--- src/rtl/voter_pkg.sv ---
// voter_pkg: shared constants for the four-member majority voter.
//   - Outcome bit positions and one-hot encodings (O is indexed [3:1]).
//   - Popcount thresholds for pass / tie.
//   - popcount4(): yes-vote counter for a 4-bit ballot.
package voter_pkg;

    typedef logic [3:1] outcome_t;

    // Bit positions inside the [3:1] outcome vector.
    localparam int PASS_BIT = 3;
    localparam int TIE_BIT  = 2;
    localparam int FAIL_BIT = 1;

    localparam outcome_t OUT_PASS = 3'b100;
    localparam outcome_t OUT_TIE  = 3'b010;
    localparam outcome_t OUT_FAIL = 3'b001;
    localparam outcome_t OUT_NONE = 3'b000;

    // Sized to match the 3-bit popcount so comparisons stay width-clean.
    localparam logic [2:0] PASS_MIN = 3'd3;
    localparam logic [2:0] TIE_CNT  = 3'd2;

    function automatic logic [2:0] popcount4(input logic [3:0] v);
        logic [2:0] cnt;
        cnt = 3'd0;
        for (int i = 0; i < 4; i++) begin
            cnt = cnt + {2'b00, v[i]};
        end
        return cnt;
    endfunction

endpackage

--- src/rtl/voter_tally_if.sv ---
// voter_tally_if: ballot-in / result-out bundle for voter_tally.
//   in_vld, I        : ballot from the collection logic (master drives).
//   out_vld, O       : registered result and its valid strobe (slave drives).
//   yes_cnt          : yes-vote count of the last accepted ballot.
//   pass_cnt, tie_cnt, fail_cnt : saturating outcome totals, present only
//                      when VOTER_STATS_EN is defined.
// Parameter CNT_W sets the statistics counter width.
interface voter_tally_if #(
    parameter int CNT_W = 16
);
    import voter_pkg::*;

    logic       in_vld;
    logic [3:0] I;
    logic       out_vld;
    outcome_t   O;
    logic [2:0] yes_cnt;
`ifdef VOTER_STATS_EN
    logic [CNT_W-1:0] pass_cnt;
    logic [CNT_W-1:0] tie_cnt;
    logic [CNT_W-1:0] fail_cnt;
`endif

    if (CNT_W < 1) begin : g_cnt_w_check
        $error("voter_tally_if: CNT_W must be at least 1");
    end

    modport master (
        output in_vld, I,
        input  out_vld, O, yes_cnt
`ifdef VOTER_STATS_EN
        , input pass_cnt, tie_cnt, fail_cnt
`endif
    );

    modport slave (
        input  in_vld, I,
        output out_vld, O, yes_cnt
`ifdef VOTER_STATS_EN
        , output pass_cnt, tie_cnt, fail_cnt
`endif
    );

endinterface

--- src/rtl/voter_classify.sv ---
// voter_classify: purely combinational ballot classifier.
//   ballot   [3:0] in  : one bit per member, 1 = yes.
//   popcount [2:0] out : number of yes votes (0..4).
//   outcome  [3:1] out : one-hot pass / tie / fail.
module voter_classify
    import voter_pkg::*;
(
    input  logic [3:0] ballot,
    output logic [2:0] popcount,
    output outcome_t   outcome
);

    always_comb begin
        // NOTE: every output gets a default first so no path leaves it unassigned (no latch).
        popcount = popcount4(ballot);
        outcome  = OUT_FAIL;
        if (popcount >= PASS_MIN) begin
            outcome = OUT_PASS;
        end else if (popcount == TIE_CNT) begin
            outcome = OUT_TIE;
        end
    end

endmodule

--- src/rtl/voter_tally.sv ---
// voter_tally: registered four-member majority voter.
//   clk  : rising-edge clock.
//   rst  : asynchronous, active-high reset; forces O = none, yes_cnt = 0,
//          out_vld = 0 and clears the statistics.
//   bus  : voter_tally_if.slave -- ballot in (in_vld, I), result out
//          (out_vld, O, yes_cnt) one cycle later; O and yes_cnt hold while
//          no ballot is accepted.
// Optional: define VOTER_STATS_EN to add saturating CNT_W-bit pass/tie/fail
// totals that update on the same edge as O.
module voter_tally
    import voter_pkg::*;
#(
    parameter int CNT_W = 16
) (
    input  logic          clk,
    input  logic          rst,
    voter_tally_if.slave  bus
);

    logic [2:0] cls_pop;
    outcome_t   cls_out;

    voter_classify u_classify (
        .ballot   (bus.I),
        .popcount (cls_pop),
        .outcome  (cls_out)
    );

    if (CNT_W < 1) begin : g_cnt_w_check
        $error("voter_tally: CNT_W must be at least 1");
    end

    // Result registers. A ballot presented while rst is high is dropped
    // because the reset branch wins on that edge.
    always_ff @(posedge clk or posedge rst) begin
        if (rst) begin
            bus.out_vld <= 1'b0;
            bus.O       <= OUT_NONE;
            bus.yes_cnt <= 3'd0;
        end else begin
            // NOTE: sequential state uses non-blocking assignment so all registers update together.
            bus.out_vld <= bus.in_vld;
            if (bus.in_vld) begin
                bus.O       <= cls_out;
                bus.yes_cnt <= cls_pop;
            end
        end
    end

`ifdef VOTER_STATS_EN
    localparam logic [CNT_W-1:0] CNT_MAX = '1;

    // Each counter sticks at all-ones independently of the other two.
    always_ff @(posedge clk or posedge rst) begin
        if (rst) begin
            bus.pass_cnt <= '0;
            bus.tie_cnt  <= '0;
            bus.fail_cnt <= '0;
        end else if (bus.in_vld) begin
            if (cls_out[PASS_BIT] && bus.pass_cnt != CNT_MAX) begin
                bus.pass_cnt <= bus.pass_cnt + CNT_W'(1);
            end
            if (cls_out[TIE_BIT] && bus.tie_cnt != CNT_MAX) begin
                bus.tie_cnt <= bus.tie_cnt + CNT_W'(1);
            end
            if (cls_out[FAIL_BIT] && bus.fail_cnt != CNT_MAX) begin
                bus.fail_cnt <= bus.fail_cnt + CNT_W'(1);
            end
        end
    end
`endif

endmodule

--- src/flat_wrapper.sv ---
// flat-port wrapper written by rule: the top's interface ports become plain ports
module voter_tally_flat import voter_pkg::*;
#(
    parameter int CNT_W = 16
)
  (clk, rst, bus_in_vld, bus_I, bus_out_vld, bus_O, bus_yes_cnt);
  voter_tally_if #(.CNT_W(CNT_W)) bus_i ();
  input  logic clk;
  input  logic rst;
  input wire logic [$bits(bus_i.in_vld)-1:0] bus_in_vld;
  input wire logic [$bits(bus_i.I)-1:0] bus_I;
  output wire logic [$bits(bus_i.out_vld)-1:0] bus_out_vld;
  output wire logic [$bits(bus_i.O)-1:0] bus_O;
  output wire logic [$bits(bus_i.yes_cnt)-1:0] bus_yes_cnt;
  assign bus_i.in_vld = bus_in_vld;
  assign bus_i.I = bus_I;
  assign bus_out_vld = bus_i.out_vld;
  assign bus_O = bus_i.O;
  assign bus_yes_cnt = bus_i.yes_cnt;
  voter_tally #(.CNT_W(CNT_W)) u_core (.clk(clk), .rst(rst), .bus(bus_i));
endmodule
--- config.mk ---
export PLATFORM = sky130hd
export DESIGN_NAME = voter_tally_flat
export DESIGN_NICKNAME = d
export VERILOG_FILES = /design/src/rtl/voter_pkg.sv /design/src/rtl/voter_tally_if.sv /design/src/rtl/voter_classify.sv /design/src/rtl/voter_tally.sv /design/src/flat_wrapper.sv
export SDC_FILE = /design/constraint.sdc
export NUM_CORES = 1
export LEC_CHECK = 0
export CAP_MARGIN = 20
export CORE_AREA = 2 2 39 41
export CTS_CLUSTER_SIZE = 10
export DETAILED_ROUTE_END_ITERATION = 7
export DIE_AREA = 0 0 41 43
export GPL_ROUTABILITY_DRIVEN = 0
export PLACE_DENSITY = 0.55
export SLEW_MARGIN = 20
export SYNTH_ARGS = -nofsm -noshare
export SYNTH_HDL_FRONTEND = slang
export SYNTH_SLANG_ARGS = --single-unit
--- constraint.sdc ---
create_clock -name clk -period 1 [get_ports clk]
set_input_delay 0.15 -clock clk [delete_from_list [all_inputs] [get_ports clk]]
set_output_delay 0.15 -clock clk [all_outputs]
set_load 0.05 [all_outputs]
==> flow_summary.ini <==
[floorplan]
io_pins = 14
num_rows = 14
die_h_um = 43
start_util_pct = 25.9
die_x_um = 41
dieArea_mm2 = 0.00176
core_mm2 = 0.00138

[pwr]
vdd_drop_max_v = 0.000928
p_leak_uw = 0.000319
power_density_mw_per_mm2 = 1780

[final_layout]
syn2layout_area_growth_pct = 89.5
antenna-diode-count = 0
layout_common_cells = 7 x buf_12, 7 x dfrtp_1, 5 x buf_4
fin_nets = 61
postLayoutCellArea_um2 = 678
drive_gt1_share_pct = 61.2

[synthesis]
synth_area_um2 = 358
synthCells = 27
yosysTopAreaCellShare_pct = 49.0
syn_nets = 38
synthDistinctLibCells = 13
syn_avg_cell_area_um2 = 13.3
ys.warnings.count = 0
yosys-top-cells-area = dfrtp_1 49%, mux2_4 13%, ha_1 10%
ys_seq_elements = 7
seq_area_frac_synth_pct = 49.0
yosysTopAreaCell = dfrtp_1

[global_route]
grt_max_degree = 8
overflow = 0
grt_first_pass_wirelength_um = 1040
antenna_found_initial = 0
grt_pass1_vias = 256
track_usage_pct = 9.51

[routing]
wl_per_cell_um = 10.9
drt-vias-per-instance = 4.08
first_pass_iters = 2
drc = 0
routed_wl_um = 710
first_iter_violations = 4
vias = 265
ant_nets = 0

[place]
io_buffers = 13
dpl_worst_slack_ps = -985
place.detailed.hpwl_um = 553
dpl_cell_area_um2 = 594

[clock_tree]
cts_tree = done
clk_path_buf_depth = 2
clock-sinks = 7
htree_levels = 1
cts_buffers = 3
cts-root-buf = clkbuf_4
ctsHoldBuffers = 0
path_clk_slew_ps = 50
clock_latency_ps = 250

[timing]
setup_viol = 6
tns_ps = -2060
rsz0062_at_grt = true
slew_violations = 0
post-route-period-util_pct = 142
hold_viol_final = 0
fin_skew_ps = 0
tightest_slew_ps = 270
fmaxAchievable_mhz = 706
slew_headroom_pct = 82.0
min_period_ps = 1420
fin_ws_ps = -416

[setup_path]
crit_top_cell = buf_6
path_delay_family = adder cells
critPathCaptureType = flop
worst_path_largest_cell_delay_ps = 500
crit_path_max_fanout = 2
path_class = in -> reg
path_buf_inv = 3
start_kind = input pin
reg2reg_slack_ps = 80
crit_slowest_cell = fa_1
cp.required_ps = 1140
critPathArrivalTime_ps = 1560
crit_path_cell_trace = buf_6, fa_1, buf_4, buf_6, ha_4, and2_4, mux2_4

[outcome]
failed_checks = negative setup slack
status = finished, violations left

[hold_path]
min_path_type = in -> async

[job]
cap_violations = 0
Yosys cell counts:
master and count:
a21oi_1 1, a22oi_1 1, and2_1 1, buf_6 1, dfrtp_1 7, fa_1 1
ha_1 3, inv_1 5, mux2_4 3, nand2_2 1, nor2_1 1, o21ai_0 1
o32ai_2 1
per-layer routing:
layer / wire length (um) / GRT usage [%]
met4: 6 / 10.0
met3: 48 / 3.14
met5: 0 / 0
met2: 372 / 12.5
met1: 282 / 10.9
area by class of cell:
cell class | count | area, um^2
clock buffers | 4 | 26.3
repair buffers | 19 | 246
multi-input cells | 14 | 191
flip-flops and latches | 7 | 175
well taps | 16 | 20.0
fillers | 122 | 706
inverters | 5 | 18.8
flip-flops by register name, summed over array words and instances, names as in the netlist:
signal and cells:
u_core.bus.yes_cnt 3, u_core.bus.O 3, u_core.bus.out_vld 1
metrics by stage:
stage	cells	hold slack, ps	utilization (%)	power [uW]
after floorplan	27	-46.6	-	634
after global placement	57	391	42.9	892
after detailed placement	57	412	42.9	899
after CTS	63	123	45.8	1190
after global routing	65	159	49.0	1270
final	65	120	49.0	1210
logic make-up after synthesis:
group,share of synthesized area [%]
DFF,49.0
buffers and inverters,8.39
AOI/OAI and AO/OA,9.44
adders and majority gates,16.1
muxes,12.6
and+or+nand+nor,4.55
final timing paths:
check,to,from,cells past startpoint
min,u_core.bus.yes_cnt[2],rst,2
max,u_core.bus.yes_cnt[2],bus_I[0],7
max in group asynchronous,u_core.bus.yes_cnt[0],rst,2
max reg2reg,u_core.bus.yes_cnt[2],u_core.bus.yes_cnt[2],2
min reg2reg,u_core.bus.yes_cnt[1],u_core.bus.yes_cnt[1],2
min in group clk,u_core.bus.O[2],bus_I[3],4
report_power, final:
group	switching, uW	internal, uW
logic	263	310
clock network	104	152
registers	50.2	328
total	417	790
what timing repair did:
action / 4_1_cts / 5_1_grt
resized for setup: 18 / 5
pin swaps: 5 / 4
setup endpoints to repair: 6 / 9
setup buffers: 2 / 2
cloned: 0 / 0
Power figures use the tool's default switching activity.
